===== config.mk =====
export PLATFORM = sky130hd
export DESIGN_NAME = div_operand_sequencer
export DESIGN_NICKNAME = d
export VERILOG_FILES = /design/src/rtl/div_pkg.sv /design/src/rtl/div_settle_timer.sv /design/src/rtl/div_operand_sequencer.sv
export SDC_FILE = /design/constraint.sdc
export NUM_CORES = 1
export LEC_CHECK = 0
export BUFFER_PORTS_ARGS = -buffer_cell sky130_fd_sc_hd__buf_4
export CAP_MARGIN = 40
export CORE_MARGIN = 3
export CORE_UTILIZATION = 34
export CTS_CLUSTER_DIAMETER = 60
export DETAILED_ROUTE_END_ITERATION = 16
export HOLD_SLACK_MARGIN = 0.05
export PLACE_DENSITY = 0.73
export SLEW_MARGIN = 0
export SYNTH_ARGS = -nofsm -noshare
export SYNTH_HDL_FRONTEND = slang
export SYNTH_SLANG_ARGS = --single-unit

===== constraint.sdc =====
create_clock -name Clk -period 1.97 [get_ports Clk]
set_input_delay 0.0985 -clock Clk [delete_from_list [all_inputs] [get_ports Clk]]
set_output_delay 0.0985 -clock Clk [all_outputs]
set_load 0.03 [all_outputs]

===== src/rtl/div_pkg.sv =====
// Shared definitions for the divider operand sequencer: state encoding,
// settle-counter width and the special-operand detectors.
package div_pkg;

    typedef enum logic [1:0] {
        IDLE   = 2'd0,
        SETTLE = 2'd1,
        DONE   = 2'd2
    } div_state_t;

    localparam int DIV_CNT_W = 8;

    // Operands are passed zero-extended to 64 bits; n selects the live width.
    function automatic logic [63:0] width_mask(input int unsigned n);
        return (n >= 64) ? '1 : ((64'd1 << n) - 64'd1);
    endfunction

    function automatic logic is_div_zero(input logic [63:0] divisor, input int unsigned n);
        return (divisor & width_mask(n)) == 64'd0;
    endfunction

    function automatic logic is_div_overflow(input logic [63:0] dividend,
                                             input logic [63:0] divisor,
                                             input int unsigned n);
        return ((dividend & width_mask(n)) == (64'd1 << (n - 1))) &&
               ((divisor & width_mask(n)) == width_mask(n));
    endfunction

endpackage


===== src/rtl/div_settle_timer.sv =====
// 8-bit down-counter timing the divider settle window; tc is high when the
// count has reached zero.
module div_settle_timer
    import div_pkg::*;
(
    input  logic                 clk,
    input  logic                 reset,
    input  logic                 load,
    input  logic [DIV_CNT_W-1:0] load_value,
    input  logic                 enable,
    output logic                 tc
);

    logic [DIV_CNT_W-1:0] count;

    always_ff @(posedge clk) begin
        if (reset) begin
            count <= '0;
        end else if (load) begin
            count <= load_value;
        end else if (enable && (count != '0)) begin
            count <= count - 1'b1;
        end
    end

    assign tc = (count == '0);

endmodule


===== src/rtl/div_operand_sequencer.sv =====
// Registers operands onto the combinational array divider, waits a settle
// window, then holds the quotient until consumed. DIV_SPECIAL_CASE_EN enables
// the divide-by-zero and MIN/-1 bypass.
//
// state  | meaning
// IDLE   | waiting for an operand pair, In_Ready high
// SETTLE | operands held on the array, timer counting down
// DONE   | quotient presented, waiting for Out_Ready
module div_operand_sequencer
    import div_pkg::*;
#(
    parameter int N       = 32,
    parameter int LATENCY = 4
) (
    input  logic         Clk,
    input  logic         Reset,
    input  logic         In_Valid,
    output logic         In_Ready,
    input  logic [N-1:0] In_Dividend,
    input  logic [N-1:0] In_Divisor,
    output logic [N-1:0] Div_Dividend,
    output logic [N-1:0] Div_Divisor,
    input  logic [N-1:0] Div_Quotient,
    output logic         Out_Valid,
    input  logic         Out_Ready,
    output logic [N-1:0] Out_Quotient,
    output logic         Out_DivZero,
    output logic         Out_Overflow
);

    localparam logic [DIV_CNT_W-1:0] SETTLE_LOAD = DIV_CNT_W'(LATENCY - 1);

    div_state_t state, state_next;

    logic         accept;
    logic         capture;
    logic         timer_load;
    logic         timer_en;
    logic         timer_tc;
    logic         pair_zero;
    logic         pair_ovf;
    logic [N-1:0] div_dividend_q;
    logic [N-1:0] div_divisor_q;
    logic [N-1:0] out_quotient_q;
    logic         out_div_zero_q;
    logic         out_overflow_q;

`ifdef DIV_SPECIAL_CASE_EN
    assign pair_zero = is_div_zero(64'(In_Divisor), N);
    assign pair_ovf  = !pair_zero && is_div_overflow(64'(In_Dividend), 64'(In_Divisor), N);
`else
    assign pair_zero = 1'b0;
    assign pair_ovf  = 1'b0;
`endif

    always_ff @(posedge Clk) begin
        if (Reset) begin
            state <= IDLE;
        end else begin
            state <= state_next;
        end
    end

    always_comb begin
        state_next = state;
        accept     = 1'b0;
        capture    = 1'b0;
        timer_load = 1'b0;
        timer_en   = 1'b0;
        case (state)
            IDLE: begin
                if (In_Valid && !Reset) begin
                    accept = 1'b1;
                    if (pair_zero || pair_ovf) begin
                        state_next = DONE;
                    end else begin
                        timer_load = 1'b1;
                        state_next = SETTLE;
                    end
                end
            end
            SETTLE: begin
                if (timer_tc) begin
                    capture    = 1'b1;
                    state_next = DONE;
                end else begin
                    timer_en = 1'b1;
                end
            end
            DONE: begin
                if (Out_Ready) begin
                    state_next = IDLE;
                end
            end
            default: state_next = IDLE;
        endcase
    end

    div_settle_timer u_settle_timer (
        .clk        (Clk),
        .reset      (Reset),
        .load       (timer_load),
        .load_value (SETTLE_LOAD),
        .enable     (timer_en),
        .tc         (timer_tc)
    );

    // Div_Quotient is only trusted on the final settle edge (capture).
    always_ff @(posedge Clk) begin
        if (Reset) begin
            div_dividend_q <= '0;
            div_divisor_q  <= '0;
            out_quotient_q <= '0;
            out_div_zero_q <= 1'b0;
            out_overflow_q <= 1'b0;
        end else begin
            if (accept) begin
                div_dividend_q <= In_Dividend;
                div_divisor_q  <= In_Divisor;
                out_div_zero_q <= pair_zero;
                out_overflow_q <= pair_ovf;
                if (pair_zero) begin
                    out_quotient_q <= '1;
                end else if (pair_ovf) begin
                    out_quotient_q <= {1'b1, {(N-1){1'b0}}};
                end
            end
            if (capture) begin
                out_quotient_q <= Div_Quotient;
            end
        end
    end

    assign In_Ready     = (state == IDLE) && !Reset;
    assign Out_Valid    = (state == DONE);
    assign Div_Dividend = div_dividend_q;
    assign Div_Divisor  = div_divisor_q;
    assign Out_Quotient = out_quotient_q;
    assign Out_DivZero  = out_div_zero_q;
    assign Out_Overflow = out_overflow_q;

endmodule

; ---- Word-level counts from Yosys, hierarchy flattened
; Index checks and enable logic that the tools add are counted.
[totals]
register_bits = 106
latch_bits = 0
mem_bits_rw = 0
mem_bits_ro = 0
inputBits = 100
n_memories = 0
[classes]
addsub = 1
multipliers = 0
div = 0
order_cmp = 0
eq_ne = 5
shift = 0
mux = 12
bitwise_logic = 0
reduce_logical = 10
[op_table]
columns = cell, n
row1 = 2-bit 2-to-1 mux, 5
row2 = 8-bit logical NOT, 1
row3 = 8-bit nonzero test, 1
row4 = 8-bit by 1-bit subtractor with 8-bit output (second input constant), 1
row5 = 1-bit 2-to-1 mux, 6
row6 = 2-bit one-hot mux with 3 select lines, 1
row7 = 2-bit != test (second input constant), 2
row8 = 1-bit logical AND, 3
row9 = 3-bit AND reduction, 1
row10 = 2-bit by 1-bit == test with 1-bit output (second input constant), 1
row11 = 2-bit == test (second input constant), 1
row12 = 2-bit logical NOT, 1
row13 = 2-bit by 1-bit != test with 1-bit output (second input constant), 1
row14 = 2-bit nonzero test, 1
row15 = 2-bit OR reduction, 1
row16 = 1-bit logical NOT, 1

; ---- Longest topological paths before layout
[depth]
word_depth = 6
mapped_depth = 8
ltp_nobuf = 6

; ---- By module
; Synthesis repeated with hierarchy kept, for this count alone.
[hier_totals]
cells_unflattened = 491
area_unflattened_um2 = 4966.0
[modules_own_cells]
columns = module, n_inst, cells_per_inst, area_each_um2, seq_area_each_um2
row1 = div_operand_sequencer, 1, 432, 4450.5, 1961.9
row2 = div_settle_timer, 1, 59, 515.5, 160.2

; ---- Worst setup path after synthesis
; OpenSTA, ideal clock, no wires.
[synth_path]
kind = register to register
from = register state[1]
to = register div_divisor_q[0] (netlist: Div_Divisor[0])
t_arrival_ns = 1.974
required_time_ns = 1.899
setup_slack_ns = -0.075
path_stages_with_launch = 7
path_buffers = 2
synth_period_minus_slack_ns = 2.045
path_cell_list = dfxtp_1 > nor3_1 > and2_1 > buf_2 > buf_1 > nand2_1 > a21oi_1
[synth_between]
elab_chain_len = 2
[synth_lines]
columns = item, line_no
row1 = from (decl), div_operand_sequencer.sv:33  ; div_state_t state, state_next;
row2 = from (signal assigned), div_operand_sequencer.sv:60  ; state <= state_next;
row3 = 2-bit logical NOT, div_operand_sequencer.sv:70  ; case (state)
row4 = 1-bit 2-to-1 mux, div_operand_sequencer.sv:70
row5 = to (signal assigned), div_operand_sequencer.sv:119  ; div_divisor_q <= In_Divisor;
row6 = to (decl), div_operand_sequencer.sv:43  ; logic [N-1:0] div_divisor_q;
; Every way passes these cells.
; A chain may end at the register's enable or synchronous reset.

; ---- Final worst setup path
[layout_path]
from = register u_settle_timer.count[2]
to = register out_quotient_q[24] (netlist: Out_Quotient[24])
[layout_between]
elab_chain_len = 3
[layout_lines]
columns = item, line_no
row1 = from (decl), div_settle_timer.sv:14  ; logic [DIV_CNT_W-1:0] count;
row2 = from (signal assigned), div_settle_timer.sv:20  ; count <= load_value;
row3 = from (signal assigned), div_settle_timer.sv:22  ; count <= count - 1'b1;
row4 = 8-bit logical NOT, div_settle_timer.sv:26  ; assign tc = (count == '0);
row5 = 1-bit 2-to-1 mux, div_operand_sequencer.sv:83  ; if (timer_tc) begin
row6 = 1-bit 2-to-1 mux, div_operand_sequencer.sv:70
row7 = to (signal assigned), div_operand_sequencer.sv:125  ; out_quotient_q <= {1'b1, {(N-1){1'b0}}};
row8 = to (signal assigned), div_operand_sequencer.sv:129  ; out_quotient_q <= Div_Quotient;
row9 = to (decl), div_operand_sequencer.sv:44  ; logic [N-1:0] out_quotient_q;
; Every way passes these cells.

==> results.md <==
Run status:
- The flow ran to the end, and the final reports show no timing, DRC or antenna violations.

Timing:
- The clock arrives with 0.00579 ns of skew.
- The final count of pins violating max slew is 0.
- In the final timing run, aggregate negative setup slack is 0 ns.
- The worst path needs 1.81 ns of the cycle, external delays included.
- The top achievable clock speed is 551 MHz.
- The relative max-transition margin is a little over half.
- Setup repair after global routing left no endpoint under its margin.
- The final number of hold-violating endpoints was 0.
- The final critical-path setup slack is 0.156 ns.
- At the pin with the least slew margin, the transition time is between 0.6 and 0.7 ns.
- The post-route fraction of the period consumed by the critical path is 92.1%.
- Setup violations remaining at the end of the flow were counted as 0.

Floorplanning:
- The width of the chip is 112 µm.
- Once the floorplan was initialized, standard cells occupied between 30% and 40% of the core.
- The number of placed I/O pins is 200.
- The area of the core region is 10900 µm².
- In this run the core area contains 38 standard-cell rows.
- In this run the vertical extent of the chip is 112 µm.
- The floorplan step defined a die boundary enclosing between 10000 and 15000 µm².

Routing:
- The overall via count from detail_route is 4269.
- The number of design-rule violations left by the first detailed-router iteration is 346.
- After detailed routing, the total wire length is 12800 µm.
- After detailed routing, the number of remaining DRC violations is 0.
- The average routed wire per standard cell is 14.2 µm.
- In the routed layout, each cell is associated on average with a via count of roughly 4.7.
- The length of the first detailed-routing pass in iterations is 5.
- The remaining antenna violation count is 0.

Synth:
- The main flop type after synthesis is sky130_fd_sc_hd__dfxtp_1.
- The synthesized area is between 3000 and 4000 µm².
- The average instance in the mapped netlist occupies 7.96 µm².
- The count of cell types in the netlist is 32.
- The most common cell in the synthesized netlist is sky130_fd_sc_hd__nand2_1.
- After synthesis, the share of cell area in mux cells is 0%.
- After synthesis, the most frequently instantiated cells are sky130_fd_sc_hd__nand2_1, sky130_fd_sc_hd__dfxtp_1, sky130_fd_sc_hd__a21oi_1, sky130_fd_sc_hd__clkbuf_1.
- Of the synthesized area, sequential elements account for about 56%.
- The number of flops mapped to enable cells by yosys is 0.
- Yosys printed 0 warnings.
- Summing the areas of all xor and xnor instances in the mapped netlist gives less than 1% of the synthesized area.
- In this run the biggest area consumer among cell types represents 55.5% of the synthesized area.
- Summing the areas of all fa, ha and maj instances in the mapped netlist gives 0.655% of the synthesized area.
- After synthesis, the largest family of logic cells by area is simple AND/OR/NAND/NOR gates.
- The synthesized netlist devotes 23.2% of its cell area to simple gates.
- Summing the areas of all compound-gate instances in the mapped netlist gives 15.1% of the synthesized area.
- Counting flops and latches in the post-synthesis netlist gives 106.
- Summed over all instances, the cell type with the most area after synthesis is sky130_fd_sc_hd__dfxtp_1.
- The post-synthesis cell count is 480.
- Yosys attributes the largest share of cell area to sky130_fd_sc_hd__dfxtp_1, sky130_fd_sc_hd__nand2_1, sky130_fd_sc_hd__a21oi_1, sky130_fd_sc_hd__clkbuf_1, sky130_fd_sc_hd__xor2_1.
- The fraction of registers with async set or reset after synthesis is 0%.

GRT:
- For this run, the total global-route usage over all layers was measured as approximately a fifth.
- For this run the aggregate overflow at the end of global routing stands at 0.
- The largest net degree at the start of global routing is 69.
- The number of antenna violations at the first check in global routing was 0.
- The first global-routing pass estimated 20300 µm of wire.
- The via count of the first global-routing pass is 4291.

Critical path:
- The critical-path maximum fanout is 32.
- STA classifies the critical path endpoint as a flop.
- The worst register-to-register path ends at Out_Quotient[24]$_SDFFE_PP0P_.
- The cell with the largest stage delay on the worst path is sky130_fd_sc_hd__or4_1.
- The required time reported for the critical path endpoint is 2.23 ns.
- The start-to-end type of the worst setup path is flop to flop.
- Measured in cells, the most critical reg-to-reg path has a length of 5.
- The count of buffer and inverter cells on the critical path is 1.
- The startpoint identified for the worst register-to-register timing path is u_settle_timer.count[2]$_SDFFE_PP0P_.
- Tracing the worst setup path back leads to its startpoint at u_settle_timer.count[2]$_SDFFE_PP0P_.
- The largest single stage delay on the critical path is around 0.70 ns.
- The signal on the critical path passes through or4_1 -> nor3_4 -> buf_12 -> nand2_1 -> a21oi_1.
- Among cell families on the critical path, the largest total delay comes from simple AND/OR/NAND/NOR gates.
- The critical path depth is 5.
- For the worst setup path, the data arrival time is around 2.1 ns.
- The element type at the critical path start is a flop.
- In this run the register-to-register setup slack is 0.16 ns.
- The most critical setup path has its endpoint at Out_Quotient[24]$_SDFFE_PP0P_.

Cells and area:
- The flip-flop and latch area is 2120 µm².
- The filler cell count in the final layout is slightly above 900.
- The net count of the finished layout is approximately 860.
- Cells with a size suffix above 1 make up 29.3% of the layout.
- The layout overhead on the synthesized area is 74.5%.
- Summing all multi-input logic gate instances after layout gives 1540 µm².
- The repair_antennas step left the layout with diodes totalling 0.
- Cells fill 61.0% of the core in the end.

Power:
- The power density over cell area is 778 nW/µm².
- The design draws 5.19 mW.
- The largest voltage drop on the vdd net is approximately 0.00049 V.
- In this run the static leakage power is 2.85 nW.

Worst hold path:
- The tightest min-delay check is of the primary input to flop type.
- Counting instances, the worst hold path has a depth of 4.

CTS:
- The depth of the CTS H-tree is 3.
- For the worst-skew pair, the clock arrives at the later sink with an insertion delay of 0.34 ns.
- TritonCTS built the clock tree.
- The cell sitting at the root of the clock tree is a sky130_fd_sc_hd__clkbuf_16.
- After clock tree synthesis, the repair step resized 0 gates.
- The number of clock sinks is 106.
- TritonCTS created 9 clock buffers.
- The number of buffers between clock root and the deepest sink is 2.
- After clock tree synthesis, the clock-pin slew on the worst setup and hold paths is 0.07 ns.

Run:
- Max-cap violations in this run came to 0.

Placed design:
- The wire-length estimate of the detail-placed layout is 7690 µm.
- The weighted congestion reported at the end of routability-driven placement is between 0.8 and 0.9.
- The number of buffers inserted by port buffering is about 200.
- Prior to clock tree synthesis, the placed netlist has a worst setup slack of around 0.17 ns.
==> report_power, final <==
part | total [mW] | internal (mW) | leakage (nW) | switching [mW]
Combinational | 1.09 | 0.504 | 1.85 | 0.583
Clock | 1.77 | 1.04 | 0.141 | 0.731
Sequential | 2.33 | 2.26 | 0.863 | 0.0716
Total | 5.19 | 3.80 | 2.85 | 1.39
==> registers in the layout (all words and copies together) (netlist names) <==
signal / cells
Div_Divisor: 32
Out_Quotient: 32
u_settle_timer.count: 8
Div_Dividend: 32
state: 2
==> metrics by stage <==
step                      std cells  area, µm²  hold slack, ns
after floorplan                 481       3830           0.235
after global placement          790       5420           0.343
after detailed placement        790       5420           0.355
after CTS                       900       6670          0.0529
after global routing            900       6670          0.0647
final                           900       6670          0.0721
==> kinds of logic after synthesis <==
family	count (synthesis)
DFF	106
xor gates and xnor gates	4
buffers and inverters	38
and+or+nand+nor	219
AOI/OAI and AO/OA	110
adders and majority gates	2
other	1
==> final cells by class <==
type                            count  share of cell area [%]
Clock buffer                       12                    3.85
Multi-Input combinational cell    337                    23.1
Sequential cell                   106                    31.8
Clock inverter                      2                   0.563
Tap cell                          140                    2.63
Timing Repair Buffer              300                    37.9
Inverter                            3                   0.169
==> worst min-delay path by stage <==
stage,slack [ns],endpoint,from
after floorplan,0.23,Div_Dividend[0]$_SDFFE_PP0P_,In_Dividend[0]
after global placement,0.34,Out_Quotient[21]$_SDFFE_PP0P_,Div_Quotient[21]
after detailed placement,0.35,Div_Dividend[23]$_SDFFE_PP0P_,In_Dividend[23]
after CTS,0.05,state[1]$_SDFFE_PP0P_,Out_Ready
after global routing,0.06,state[1]$_SDFFE_PP0P_,Out_Ready
final,0.07,state[1]$_SDFFE_PP0P_,Out_Ready
==> worst min-delay path: cells and delay by family <==
family	cells	cell delay (ns)
compound gates	1	0.11
buf+inv	2	0.10
simple gates	1	0.05
==> per-layer routing <==
metal | part of all wire, % | vias up | global-route usage, %
met3 | 6.1 | 34 | 4.58
li1 | - | 2109 | -
met1 | 37 | 1950 | 20.4
met5 | 0 | - | 0
met4 | 3.7 | 0 | 10.2
met2 | 53 | 176 | 37.6
==> cell usage in the layout, fill, tap and decap left out, drive strengths merged <==
cell and count:
buf 204, nor3 6, or3b 1, ha 2, xor2 4, dfxtp 106
clkinvlp 1, a211oi 1, nand3 2, conb 2, a21oi 101, nor4 2
nor2b 2, inv 3, nor4b 1, or3 3, nand2 193, and2 1
or4 1, o211ai 3, o21ai 3, dlygate4sd3 96, nand2b 2, o2111ai 1
nor3b 1, bufinv 1, o311ai 1, nor2 4, clkbuf 12
==> what timing repair did <==
| action | 4_1_cts | 5_1_grt |
|---|---|---|
| endpoints found under the hold margin | 96 | 0 |
| hold buffers | 96 | 0 |
| buffers inserted | 0 | 0 |
Note: power is estimated with default switching activity, not from simulation.
